<file path="src/rtl/spi_word_sequencer_if.sv">
// Host-side table/control bundle for spi_word_sequencer.
// Ports: wr_*, rd_*, start/num_words in; busy/done/word_idx/rd_data out.
interface spi_word_sequencer_if #(
  parameter int WORD_BITS = 64,
  parameter int CW        = 4
) ();
  logic                 wr_en;
  logic [CW-1:0]        wr_addr;
  logic [WORD_BITS-1:0] wr_data;
  logic [CW-1:0]        rd_addr;
  logic [WORD_BITS-1:0] rd_data;
  logic                 start;
  logic [CW-1:0]        num_words;
  logic                 busy;
  logic                 done;
  logic [CW-1:0]        word_idx;

  modport master (
    output wr_en, wr_addr, wr_data,
    output rd_addr, start, num_words,
    input  rd_data, busy, done, word_idx
  );

  modport slave (
    input  wr_en, wr_addr, wr_data,
    input  rd_addr, start, num_words,
    output rd_data, busy, done, word_idx
  );
endinterface

</file>
<file path="src/rtl/spi_word_sequencer.sv">
// Mode-0 SPI master streaming a word table (bytes LSB-first, bits MSB-first).
// Ports: CLK, resetn (sync low), bus (slave modport), SCK/CS/COPI out, CIPO in.
// Macro SPI_READBACK_EN adds the CIPO capture table behind rd_addr/rd_data.
module spi_word_sequencer #(
  parameter int WORD_BITS = 64,
  parameter int NUM_WORDS = 8,
  parameter int CLK_DIV   = 4,
  parameter int CW        = $clog2(NUM_WORDS+1)
) (
  input  logic                CLK,
  input  logic                resetn,
  spi_word_sequencer_if.slave bus,
  output logic                SCK,
  output logic                CS,
  output logic                COPI,
  input  logic                CIPO
);
  localparam int AW = (NUM_WORDS > 1) ? $clog2(NUM_WORDS) : 1;
  localparam int BW = $clog2(WORD_BITS);
  localparam int DW = $clog2(CLK_DIV);
  localparam logic [CW-1:0] NW_MAX = CW'(NUM_WORDS);
  localparam logic [DW-1:0] DIV_LAST = DW'(CLK_DIV-1);
  localparam logic [DW-1:0] DIV_RISE = DW'(CLK_DIV/2-1);
  localparam logic [BW-1:0] BIT_LAST = BW'(WORD_BITS-1);

  typedef enum logic [1:0] {IDLE, SHIFT, FINISH} state_t;

  state_t               state;
  logic [DW-1:0]        div_cnt;
  logic [BW-1:0]        bit_cnt;
  logic [CW-1:0]        nwords;
  logic [CW-1:0]        widx;
  logic [WORD_BITS-1:0] cur;
  logic                 busy_q;
  logic                 done_q;

  logic [WORD_BITS-1:0] tx_mem [2**AW];

  logic [BW-1:0] nxt_pos;
  logic [AW-1:0] nxt_idx;
  logic [CW-1:0] nw_clamp;
  logic          word_end;

  // Byte-LSB-first, bit-MSB-first: bit k of the stream is word bit k^7.
  assign nxt_pos  = (bit_cnt + BW'(1)) ^ BW'(7);
  assign nxt_idx  = widx[AW-1:0] + AW'(1);
  assign nw_clamp = (bus.num_words > NW_MAX) ? NW_MAX : bus.num_words;
  assign word_end = (div_cnt == DIV_LAST) && (bit_cnt == BIT_LAST);

  assign bus.busy     = busy_q;
  assign bus.done     = done_q;
  assign bus.word_idx = widx;

  always_ff @(posedge CLK) begin
    if (bus.wr_en && state != SHIFT && bus.wr_addr < NW_MAX)
      tx_mem[bus.wr_addr[AW-1:0]] <= bus.wr_data;
  end

  always_ff @(posedge CLK) begin
    if (!resetn) begin
      state   <= IDLE;
      SCK     <= 1'b0;
      CS      <= 1'b1;
      COPI    <= 1'b0;
      busy_q  <= 1'b0;
      done_q  <= 1'b0;
      widx    <= '0;
      div_cnt <= '0;
      bit_cnt <= '0;
      nwords  <= '0;
      cur     <= '0;
    end else begin
      done_q <= 1'b0;
      unique case (state)
        IDLE: begin
          if (bus.start) begin
            if (bus.num_words == '0) begin
              state  <= FINISH;
              done_q <= 1'b1;
            end else begin
              state   <= SHIFT;
              CS      <= 1'b0;
              busy_q  <= 1'b1;
              widx    <= '0;
              div_cnt <= '0;
              bit_cnt <= '0;
              nwords  <= nw_clamp;
              cur     <= tx_mem[0];
              COPI    <= tx_mem[0][7];
            end
          end
        end
        SHIFT: begin
          if (div_cnt == DIV_LAST) begin
            div_cnt <= '0;
            SCK     <= 1'b0;
            if (bit_cnt == BIT_LAST) begin
              bit_cnt <= '0;
              if (widx == nwords - CW'(1)) begin
                state  <= FINISH;
                CS     <= 1'b1;
                COPI   <= 1'b0;
                busy_q <= 1'b0;
                done_q <= 1'b1;
              end else begin
                widx <= widx + CW'(1);
                cur  <= tx_mem[nxt_idx];
                COPI <= tx_mem[nxt_idx][7];
              end
            end else begin
              bit_cnt <= bit_cnt + BW'(1);
              COPI    <= cur[nxt_pos];
            end
          end else begin
            div_cnt <= div_cnt + DW'(1);
            SCK     <= (div_cnt >= DIV_RISE);
          end
        end
        FINISH: state <= IDLE;
        default: state <= IDLE;
      endcase
    end
  end

`ifdef SPI_READBACK_EN
  localparam logic [DW-1:0] DIV_HALF = DW'(CLK_DIV/2);

  logic [WORD_BITS-1:0] rx_mem [2**AW];
  logic [WORD_BITS-1:0] rx_sh;
  logic [WORD_BITS-1:0] rx_word;
  logic [WORD_BITS-1:0] rd_q;
  logic [BW-1:0]        pos;

  assign pos = bit_cnt ^ BW'(7);
  assign bus.rd_data = rd_q;

  // Merge the bit sampled this edge so CLK_DIV==2 still commits it.
  always_comb begin
    rx_word = rx_sh;
    if (div_cnt == DIV_HALF)
      rx_word[pos] = CIPO;
  end

  always_ff @(posedge CLK) begin
    if (resetn && state == SHIFT) begin
      if (div_cnt == DIV_HALF)
        rx_sh <= rx_word;
      if (word_end)
        rx_mem[widx[AW-1:0]] <= rx_word;
    end
  end

  always_ff @(posedge CLK) begin
    if (!resetn)
      rd_q <= '0;
    else if (bus.rd_addr < NW_MAX)
      rd_q <= rx_mem[bus.rd_addr[AW-1:0]];
    else
      rd_q <= '0;
  end
`else
  logic unused_rx;
  assign unused_rx   = ^{bus.rd_addr, CIPO, word_end};
  assign bus.rd_data = '0;
`endif
endmodule

</file>
<file path="src/flat_wrapper.sv">
// flat-port wrapper written by rule: the top's interface ports become plain ports
module spi_word_sequencer_flat 
#(
  parameter int WORD_BITS = 64,
  parameter int NUM_WORDS = 8,
  parameter int CLK_DIV   = 4,
  parameter int CW        = $clog2(NUM_WORDS+1)
)
  (CLK, resetn, SCK, CS, COPI, CIPO, bus_wr_en, bus_wr_addr, bus_wr_data, bus_rd_addr, bus_start, bus_num_words, bus_rd_data, bus_busy, bus_done, bus_word_idx);
  spi_word_sequencer_if #(.WORD_BITS(WORD_BITS), .CW(CW)) bus_i ();
  input  logic CLK;
  input  logic resetn;
  output logic SCK;
  output logic CS;
  output logic COPI;
  input  logic CIPO;
  input wire logic [$bits(bus_i.wr_en)-1:0] bus_wr_en;
  input wire logic [$bits(bus_i.wr_addr)-1:0] bus_wr_addr;
  input wire logic [$bits(bus_i.wr_data)-1:0] bus_wr_data;
  input wire logic [$bits(bus_i.rd_addr)-1:0] bus_rd_addr;
  input wire logic [$bits(bus_i.start)-1:0] bus_start;
  input wire logic [$bits(bus_i.num_words)-1:0] bus_num_words;
  output wire logic [$bits(bus_i.rd_data)-1:0] bus_rd_data;
  output wire logic [$bits(bus_i.busy)-1:0] bus_busy;
  output wire logic [$bits(bus_i.done)-1:0] bus_done;
  output wire logic [$bits(bus_i.word_idx)-1:0] bus_word_idx;
  assign bus_i.wr_en = bus_wr_en;
  assign bus_i.wr_addr = bus_wr_addr;
  assign bus_i.wr_data = bus_wr_data;
  assign bus_i.rd_addr = bus_rd_addr;
  assign bus_i.start = bus_start;
  assign bus_i.num_words = bus_num_words;
  assign bus_rd_data = bus_i.rd_data;
  assign bus_busy = bus_i.busy;
  assign bus_done = bus_i.done;
  assign bus_word_idx = bus_i.word_idx;
  spi_word_sequencer #(.WORD_BITS(WORD_BITS), .NUM_WORDS(NUM_WORDS), .CLK_DIV(CLK_DIV), .CW(CW)) u_core (.CLK(CLK), .resetn(resetn), .bus(bus_i), .SCK(SCK), .CS(CS), .COPI(COPI), .CIPO(CIPO));
endmodule
</file>
<file path="config.mk">
export PLATFORM = sky130hd
export DESIGN_NAME = spi_word_sequencer_flat
export DESIGN_NICKNAME = d
export VERILOG_FILES = /design/src/rtl/spi_word_sequencer_if.sv /design/src/rtl/spi_word_sequencer.sv /design/src/flat_wrapper.sv
export SDC_FILE = /design/constraint.sdc
export NUM_CORES = 1
export LEC_CHECK = 0
export BUFFER_PORTS_ARGS = -buffer_cell sky130_fd_sc_hd__clkbuf_2
export CORE_UTILIZATION = 45
export CTS_CLUSTER_DIAMETER = 80
export DETAILED_ROUTE_END_ITERATION = 12
export GPL_ROUTABILITY_DRIVEN = 0
export HOLD_SLACK_MARGIN = 0.05
export PLACE_DENSITY = 0.65
export SLEW_MARGIN = 40
export SYNTH_ARGS = -nofsm -noshare
export SYNTH_HDL_FRONTEND = slang
export SYNTH_SLANG_ARGS = --single-unit
</file>
<file path="constraint.sdc">
create_clock -name CLK -period 11.6 [get_ports CLK]
set_clock_uncertainty 0.1 [all_clocks]
set_input_delay 1.16 -clock CLK [delete_from_list [all_inputs] [get_ports CLK]]
set_output_delay 1.16 -clock CLK [all_outputs]
set_load 0.02 [all_outputs]
</file>
==> run summary, run 1 <==
Sum Neg Setup Slack -> 0 ns
CP Data Arrival Time -> 3.98 ns
Ys Warns -> 0
Clk buf depth -> 3
Startpoint type of the worst setup path -> register
Syn-to-layout area delta -> 11.6%
Min-delay worst type -> register to register
Vias in the first global route -> 12.6k
Setup crit end kind -> register
Boundary pin count -> 154
Util after Layout -> 51.3%
Worst reg2reg path startpoint -> u_core.bus.word_idx[0]
Die ar. -> 55200 µm²
Post-Syn Instances -> 1379
Post CTS Setup Buffer Count -> 0
Setup CP Type -> register to register
Site Rows -> 84
Worst-Skew Late Latency -> 0.62 ns
Post-layout min period -> 3.57 ns
Power per cell area -> 164 nW/µm²
Hold path endpoint -> u_core.cur[46]
Die Y -> 235 µm
Worst Hold Depth -> 2
Clock transition at path regs -> 0.06 ns
Peak fanout along the critical path -> 29
CTS resizes -> 0
Max Cap Viol -> 0
Hold path startpoint -> u_core.cur[46]
Initial DRC Count -> 973
FF-to-FF path depth -> 9
Slowest stage cell, crit path -> dfxtp_4
Via count -> 12.5k
WL final -> 49.9 mm
Largest net degree at the start of global routing -> 88
Crit-path cells -> ha_4 > xor2_4 > buf_4 > buf_4 > buf_12 > mux2i_1 > a41oi_1 > a32o_1 > a221o_1
CTS tree -> built
Vias per cell -> 5.64
Post-synthesis area per instance -> 17.7 µm²
Layout cells sized above 1 -> 23.8%
First-pass GRT wire length -> 77.1 mm
HPWL after detailed placement -> 26.7 mm
Leakage power -> 8.57 nW
Mapped cell area -> 24400 µm²
Total Routing Usage GR -> 18.5%
CP dominant cell by count -> buf_4
Total grt overflow -> 0
Total CTS buffers -> 60
Initial antenna violation count -> 7
Flop2flop setup slack -> 8.03 ns
Slew of the pin with the lowest slew margin -> 0.811 ns
Port Buffers -> 84
RSZ-0062 raised after global routing -> no
CP top delay family -> buffers and inverters
WP buf/inv -> 3
Reg-to-reg endpoint -> u_core.COPI
Async SR Flop Fraction -> 0%
Post-synthesis cell type count -> 55
Core Box Area -> 53100 µm²
Fin crit share -> 30.8%
Fmax achieved -> 0.280 GHz
Outcome -> completed
DRT antenna net count -> 0
# setup viols final -> 0
Final Max Slew Viols -> 0
Seq/Total Area, Yosys -> 70.1%
DR DRC count -> 0
Top FF cell, synth -> edfxtp_1
EDFF count, synth -> 512
FF+latch count, synth -> 599
Layout Nets -> 1554
Peak VDD IR -> 0.000114 V
WP depth -> 9
CP required -> 12.00 ns
Fill cell instance count of the final layout -> 4275
DRT Pass-1 Iters -> 5
Sink Count -> 599
Final-report hold violation count -> 0
Die X -> 235 µm
Max_slew headroom -> 45.8%
Hold_buf cts -> 0
Starting Density -> 46.0%
# H-tree levels -> 2
Avg WL per Cell -> 22.6 µm
Slowest cell delay on critical path -> 0.69 ns
CTS root buf -> clkbuf_16
==> cell usage after synthesis, types with 2 or more instances <==
| cell type | count | area share, % |
|---|---|---|
| xnor2_1 | 4 | 0.14 |
| and2_1 | 3 | 0.077 |
| a22oi_1 | 2 | 0.062 |
| nand2_1 | 151 | 2.3 |
| mux2_2 | 2 | 0.092 |
| a211oi_1 | 4 | 0.12 |
| a22o_1 | 5 | 0.18 |
| nand2b_1 | 3 | 0.077 |
| a21oi_1 | 3 | 0.062 |
| inv_1 | 4 | 0.062 |
| clkbuf_1 | 41 | 0.63 |
| a21boi_1 | 50 | 1.5 |
| nor2b_1 | 4 | 0.10 |
| nand3_1 | 8 | 0.16 |
| ha_1 | 4 | 0.21 |
| o211ai_1 | 63 | 1.9 |
| nand3b_1 | 5 | 0.15 |
| or3_1 | 2 | 0.051 |
| buf_2 | 24 | 0.49 |
| buf_1 | 3 | 0.046 |
| o21ai_0 | 12 | 0.25 |
| a31oi_1 | 2 | 0.051 |
| mux2i_1 | 73 | 3.0 |
| edfxtp_1 | 512 | 63 |
| nor3_1 | 7 | 0.14 |
| nand4_1 | 2 | 0.051 |
| buf_6 | 8 | 0.37 |
| a21o_1 | 2 | 0.062 |
| and3_1 | 4 | 0.10 |
| mux4_2 | 141 | 13 |
| dfxtp_1 | 87 | 7.1 |
| a21boi_0 | 23 | 0.71 |
| and3b_1 | 2 | 0.072 |
| xor2_1 | 5 | 0.18 |
| buf_4 | 72 | 2.2 |
| nor2_1 | 23 | 0.35 |
==> stage by stage <==
step	hold slack, ns	power (mW)	area, µm²	instances	setup WS, ns
final	0.349	4.48	27200	2207	8.03
after global routing	0.367	4.65	27200	2207	7.80
after CTS	0.351	4.53	27200	2205	7.80
after detailed placement	0.343	2.71	25300	2094	7.46
after global placement	0.336	2.70	25300	2094	7.51
after floorplan	0.328	2.64	24600	1442	4.68
==> area by class of cell <==
cell class	instances	area [µm²]	share of cell area [%]
clock inverters	34	244	0.896
multi-input cells	691	6700	24.6
diodes	1	2.50	0.00918
clock buffers	77	1630	5.97
well taps	688	861	3.16
repair buffers	113	681	2.50
inverters	4	15.0	0.0551
flip-flops and latches	599	17100	62.8
==> metal layers <==
layer  track usage (%)  vias to the layer above  part of all wire (%)
li1                  -                     5525                     -
met1              25.4                     6462                    44
met2              30.5                      389                    49
met3              3.59                       64                   5.5
met4              4.76                       12                   1.6
met5                 0                        -                  0.15
==> logic make-up after synthesis <==
family	share of synthesized area (%)
xor+xnor	0.456
fa+ha+maj	0.205
flops	70.1
mux	16.1
compound gates	5.36
simple gates	3.92
other cells	0.0154
buf+inv	3.81
==> cells in the final DEF, fill, tap and decap left out, types with 5 or more instances in the layout <==
master     count
nand3_1        8
o211ai_1      63
clkbuf_1      12
conb_1        64
edfxtp_1     512
mux2i_1       73
clkbuf_16     61
nor2_4         7
clkinv_1      15
a21boi_1      50
clkbuf_2      84
mux4_2       141
a22o_1         5
buf_4         20
buf_6          8
dfxtp_1       86
a21boi_0      23
nor2_1        16
nor3_1         5
nand3b_1       5
o21ai_0       12
nand2_1      151
clkinv_2      13
==> flip-flops by register name, summed over array words and instances (netlist names) <==
signal               count
u_core.nwords            4
u_core.cur              64
u_core.state             2
u_core.COPI              1
u_core.tx_mem          512
u_core.bus.busy          1
u_core.SCK               1
u_core.CS                1
u_core.bus.done          1
u_core.div_cnt           2
u_core.bit_cnt           6
u_core.bus.word_idx      4
==> how the worst max path moves through the flow <==
stage                           start                    to  slack [ns]
4_1_cts        u_core.bus.word_idx[0]           u_core.COPI        7.80
5_1_grt        u_core.bus.word_idx[0]           u_core.COPI        7.80
3_3_place_gp           bus_wr_addr[0]  u_core.tx_mem[2][58]        7.51
2_1_floorplan          bus_wr_addr[0]   u_core.tx_mem[0][0]        4.68
6_report       u_core.bus.word_idx[0]           u_core.COPI        8.03
3_5_place_dp           bus_wr_addr[0]  u_core.tx_mem[2][17]        7.46
==> worst min-delay path, cell delays in order (launching register included) <==
cell and delay [ns]:
dfxtp_1 0.31, nand2_1 0.05, a21boi_1 0.05
==> power by group <==
group	internal (mW)	switching, mW	total (mW)
clock	1.03	0.785	1.82
combinational	0.109	0.165	0.274
sequential	2.37	0.0178	2.39
Power figures use the tool's default switching activity.
==> run 2, diff against run 1 <==
clock period = 3.65 ns   (was 11.6 ns; I/O delays follow)
==> run 2 against run 1 <==
Clock power increased to 3.0 times the previous value. Sequential cell count unchanged. Final cell count increased by 3.6%. Highest routed layer unchanged. Largest cell class unchanged.
==> run summary, run 2 (synthesis gave the netlist of run 1 again) <==
DR DRC count -> 0 (unchanged)
Largest net degree at the start of global routing -> 78 (was 88)
WL met1 -> 22.1 mm (was 21.9 mm)
Die ar. -> 55200 µm² (unchanged)
Avg WL per Cell -> 21.8 µm (was 22.6 µm)
Total power -> 13.9 mW (was 4.48 mW)
Layout cells sized above 1 -> 22.9% (was 23.8%)
Largest register FFs -> 512 (unchanged)
Post-layout min period -> 2.96 ns (was 3.57 ns)
Total grt overflow -> 0 (unchanged)
# H-tree levels -> 2 (unchanged)
Fin crit share -> 81.0% (was 30.8%)
Commonest non-fill, non-tap cell in the layout -> edfxtp_1 (unchanged)
Outcome -> completed (unchanged)
Startpoint type of the worst setup path -> register (unchanged)
Die Y -> 235 µm (unchanged)
Util after Layout -> 52.8% (was 51.3%)
Site Rows -> 84 (unchanged)
CP Data Arrival Time -> 3.38 ns (was 3.98 ns)
Slew of the pin with the lowest slew margin -> 0.751 ns (was 0.811 ns)
CP required -> 4.08 ns (was 12.00 ns)
Power per cell area -> 497 nW/µm² (was 164 nW/µm²)
First-pass GRT wire length -> 77.4 mm (was 77.1 mm)
Clock transition at path regs -> 0.06 ns (about the same)
Layout Nets -> 1634 (was 1554)
Final Max Slew Viols -> 0 (unchanged)
Die X -> 235 µm (unchanged)
Most frequent cells in the layout -> edfxtp_1 (512), nand2_1 (151), mux4_2 (141) (unchanged)
CTS resizes -> 0 (unchanged)
Fmax achieved -> 0.338 GHz (was 0.280 GHz)
Peak fanout along the critical path -> 20 (was 29)
Port Buffers -> 84 (unchanged)
# setup viols final -> 0 (unchanged)
Starting Density -> 46.0% (unchanged)
Worst-Skew Late Latency -> 0.62 ns (about the same)
Final-report hold violation count -> 0 (unchanged)
DRT Pass-1 Iters -> 6 (was 5)
Max_slew headroom -> 49.8% (was 45.8%)
Initial antenna violation count -> 5 (was 7)
DRT antenna net count -> 0 (unchanged)
Routed met3 length -> 2.21 mm (was 2.77 mm)
Setup CP Type -> register to register (unchanged)
Syn-to-layout area delta -> 14.8% (was 11.6%)
WL final -> 49.8 mm (was 49.9 mm)
Core Box Area -> 53100 µm² (unchanged)
Vias per cell -> 5.52 (was 5.64)
HPWL after detailed placement -> 27.3 mm (was 26.7 mm)
Via count -> 12.6k (was 12.5k)
Met2 routed WL -> 24.4 mm (about the same)
Initial DRC Count -> 857 (was 973)
Max Cap Viol -> 0 (unchanged)
Min-delay worst type -> primary input to register (was register to register)
Sink Count -> 599 (unchanged)
Leakage power -> 8.88 nW (was 8.57 nW)
Vias in the first global route -> 13.0k (was 12.6k)
CTS root buf -> clkbuf_16 (unchanged)
Total Routing Usage GR -> 18.5% (about the same)
CTS tree -> built (unchanged)
Clk buf depth -> 3 (unchanged)
RSZ-0062 raised after global routing -> no (unchanged)
Peak VDD IR -> 0.000389 V (was 0.000114 V)
DR top layer -> met5 (unchanged)
Total CTS buffers -> 57 (was 60)
Setup crit end kind -> register (unchanged)
Boundary pin count -> 154 (unchanged)
-- run 2: routing by layer --
metal / vias up / track usage, %
met2: 301 / 30.9
met5: - / 0
met1: 6537 / 25.0
met3: 77 / 2.91
met4: 6 / 5.34
li1: 5696 / -
-- run 2: final cells by class --
class / instances / area, µm²
antenna: 2 / 5.00
clock buffer: 83 / 1570
clock inverter: 23 / 111
fill: 4171 / 25100
inverter: 4 / 15.0
multi-input combinational: 691 / 6710
sequential: 599 / 17100
tap: 688 / 861
timing repair buffer: 196 / 1630
-- run 2: worst paths after layout --
check,from,end,slack (ns),cells after the start
worst min register to register,u_core.cur[38],u_core.cur[38],0.35,2
worst min-delay path,resetn,u_core.bit_cnt[4],0.13,3
worst max-delay path,u_core.bit_cnt[2],u_core.cur[56],0.69,7
worst max register to register,u_core.bit_cnt[2],u_core.cur[56],0.69,7
-- run 2: power by group --
| group | internal [mW] | switching [mW] | total (mW) |
|---|---|---|---|
| logic | 0.409 | 0.546 | 0.955 |
| clock network | 2.98 | 2.41 | 5.39 |
| registers | 7.54 | 0.0500 | 7.59 |
| total | 10.9 | 3.01 | 13.9 |
-- run 2: timing repair --
action                    in CTS  in global routing
hold buffers                  69                  0
hold endpoints to repair     516                  0
buffers inserted               0                  0
-- run 2: worst max-delay path, stage by stage (launching register included) --
cell	delay [ns]
dfxtp_1	0.59
nand2_1	0.19
or3_1	0.45
a31oi_4	0.25
or2_2	0.54
buf_4	0.36
o211ai_1	0.13
a21boi_0	0.22
-- run 2: stage by stage --
stage / area (µm²) / setup WS (ns) / cells / setup TNS (ns) / hold slack [ns]
3_5_place_dp: 25600 / 0.730 / 2109 / 0 / 0.342
5_1_grt: 28000 / 0.447 / 2286 / 0 / 0.120
4_1_cts: 28000 / 0.672 / 2284 / 0 / 0.0980
2_1_floorplan: 24700 / -1.01 / 1442 / -321.21 / 0.328
6_report: 28000 / 0.692 / 2286 / 0 / 0.126
3_3_place_gp: 25600 / 0.740 / 2108 / 0 / 0.335
==> run 3, diff against run 2 <==
clock period = 2.8 ns   (was 3.65 ns; I/O delays follow)
==> run 3 against run 2 <==
Routed wire length rose by 0.54%. Sequential share of layout area fell by 0.92 points. Largest power group unchanged. Critical path depth grew 1.
==> run summary, run 3 (synthesis gave the netlist of run 1 again) <==
Outcome -> completed (unchanged)
Util after Layout -> 53.6% (was 52.8%)
Initial antenna violation count -> 4 (was 5)
CTS tree -> built (unchanged)
Worst-Skew Late Latency -> 0.62 ns (about the same)
Vias in the first global route -> 13.0k (about the same)
Flop2flop setup slack -> 0.26 ns (was 0.69 ns)
Post CTS Setup Buffer Count -> 0 (unchanged)
Leakage power -> 9.08 nW (was 8.88 nW)
Slowest stage cell, crit path -> or3_1 (was dfxtp_1)
Most frequent cells in the layout -> edfxtp_1 (512), nand2_1 (151), mux4_2 (141) (unchanged)
Syn-to-layout area delta -> 16.6% (was 14.8%)
Min-delay worst type -> primary input to register (unchanged)
Finished layout cell area -> 28400 µm² (was 28000 µm²)
Post-layout min period -> 2.54 ns (was 2.96 ns)
Total power -> 19.0 mW (was 13.9 mW)
Worst setup path endpoint -> u_core.cur[6] (was u_core.cur[56])
Largest net degree at the start of global routing -> 91 (was 78)
WL final -> 50.0 mm (was 49.8 mm)
Max_slew headroom -> 49.4% (was 49.8%)
Final-report hold violation count -> 0 (unchanged)
Layout Nets -> 1646 (was 1634)
Non-filler cells, final -> 2300 (was 2286)
CTS root buf -> clkbuf_16 (unchanged)
Peak VDD IR -> 0.000461 V (was 0.000389 V)
Core Box Area -> 53100 µm² (unchanged)
Die Y -> 235 µm (unchanged)
Largest register FFs -> 512 (unchanged)
Slowest cell delay on critical path -> 0.46 ns (was 0.59 ns)
Max Cap Viol -> 0 (unchanged)
First-pass GRT wire length -> 78.2 mm (was 77.4 mm)
Worst setup startpoint -> u_core.bit_cnt[1] (was u_core.bit_cnt[2])
Fmax achieved -> 0.393 GHz (was 0.338 GHz)
Startpoint type of the worst setup path -> register (unchanged)
Sink Count -> 599 (unchanged)
Boundary pin count -> 154 (unchanged)
CP required -> 3.23 ns (was 4.08 ns)
Layout cells sized above 1 -> 24.3% (was 22.9%)
Total Routing Usage GR -> 18.6% (was 18.5%)
Cell total after placement -> 2114 (was 2109)
Final Max Slew Viols -> 0 (unchanged)
Crit-path cells -> ha_2 > nand2_1 > or3_1 > a31oi_4 > or2_2 > buf_12 > o211ai_1 > a21boi_1 (was nand2_1 > or3_1 > a31oi_4 > or2_2 > buf_4 > o211ai_1 > a21boi_0)
DRT Pass-1 Iters -> 5 (was 6)
Sum Neg Setup Slack -> 0 ns (unchanged)
Port Buffers -> 84 (unchanged)
Via count -> 12.7k (was 12.6k)
Peak fanout along the critical path -> 37 (was 20)
Reg-to-reg endpoint -> u_core.cur[6] (was u_core.cur[56])
Starting Density -> 46.0% (unchanged)
RSZ-0062 raised after global routing -> no (unchanged)
Slew of the pin with the lowest slew margin -> 0.759 ns (was 0.751 ns)
Worst reg2reg path startpoint -> u_core.bit_cnt[1] (was u_core.bit_cnt[2])
Power per cell area -> 669 nW/µm² (was 497 nW/µm²)
CP Data Arrival Time -> 2.98 ns (was 3.38 ns)
DR DRC count -> 0 (unchanged)
Die X -> 235 µm (unchanged)
Total CTS buffers -> 60 (was 57)
Clk buf depth -> 3 (unchanged)
HPWL after detailed placement -> 27.5 mm (was 27.3 mm)
Initial DRC Count -> 1037 (was 857)
Vias per cell -> 5.52 (about the same)
DRT antenna net count -> 0 (unchanged)
Setup CP Type -> register to register (unchanged)
Total grt overflow -> 0 (unchanged)
Setup crit end kind -> register (unchanged)
Fin crit share -> 90.8% (was 81.0%)
Site Rows -> 84 (unchanged)
Avg WL per Cell -> 21.8 µm (about the same)
Placed inst area -> 25800 µm² (was 25600 µm²)
Die ar. -> 55200 µm² (unchanged)
# H-tree levels -> 2 (unchanged)
# setup viols final -> 0 (unchanged)
Clock transition at path regs -> 0.06 ns (about the same)
FF-to-FF path depth -> 8 (was 7)
Commonest non-fill, non-tap cell in the layout -> edfxtp_1 (unchanged)
run 3: changes by cell type in the layout (fill, tap and decap cells not counted), moves of 5 or more:
cell | previous run | this run
buf_12 | 14 | 21
clkinv_1 | 11 | 6
clkbuf_1 | 21 | 11
clkinv_2 | 9 | 15
run 3: per-stage QoR:
step                worst slack (ns)  hold WS (ns)
finish                         0.258         0.126
global route                  0.0501         0.117
CTS                            0.168        0.0863
detailed placement             0.211         0.343
global placement               0.234         0.334
floorplan                     -0.455         0.279
run 3: final cells by class:
class | count | area (µm²)
Sequential cell | 599 | 17100
Fill cell | 4173 | 24600
Tap cell | 688 | 861
Timing Repair Buffer | 205 | 1780
Clock buffer | 80 | 1680
Multi-Input combinational cell | 691 | 6710
Clock inverter | 32 | 277
Inverter | 4 | 15.0
Antenna cell | 1 | 2.50
run 3: worst min path at each step:
stage | to | slack [ns] | depth (start not counted) | start
final | u_core.tx_mem[6][9] | 0.13 | 3 | bus_wr_addr[3]
after detailed placement | u_core.cur[43] | 0.34 | 2 | u_core.cur[43]
after global routing | u_core.tx_mem[6][8] | 0.12 | 3 | bus_wr_addr[3]
after floorplan | u_core.tx_mem[0][0] | 0.28 | 0 | bus_wr_data[0]
after global placement | u_core.cur[35] | 0.33 | 2 | u_core.cur[35]
after CTS | u_core.tx_mem[6][8] | 0.09 | 3 | bus_wr_addr[3]
run 3: routing by layer:
| metal | global-route usage [%] | vias to the layer above | part of all wire [%] |
|---|---|---|---|
| li1 | - | 5710 | - |
| met2 | 30.2 | 323 | 48 |
| met3 | 2.85 | 83 | 4.5 |
| met1 | 26.1 | 6570 | 46 |
| met5 | 0 | - | 0.11 |
| met4 | 5.42 | 8 | 2.1 |
run 3: power by group:
group | internal (mW) | total [mW] | switching, mW
sequential | 9.83 | 9.89 | 0.0627
combinational | 0.552 | 1.28 | 0.724
clock | 4.57 | 7.86 | 3.29
run 3: what timing repair did:
action / in CTS / in global routing
hold endpoints to repair: 519 / 0
endpoints found under the setup margin: 0 / 1
hold buffers: 73 / 0
resized for setup: 0 / 1
run 3: worst max-delay path: cells and delay by family (launching register included):
kind / cells / cell delay, ns
AO/OA/AOI/OAI: 3 / 0.56
adder cells (fa/ha/maj): 1 / 0.28
buffers and inverters: 1 / 0.27
flip-flops: 1 / 0.39
AND/OR/NAND/NOR: 3 / 0.85
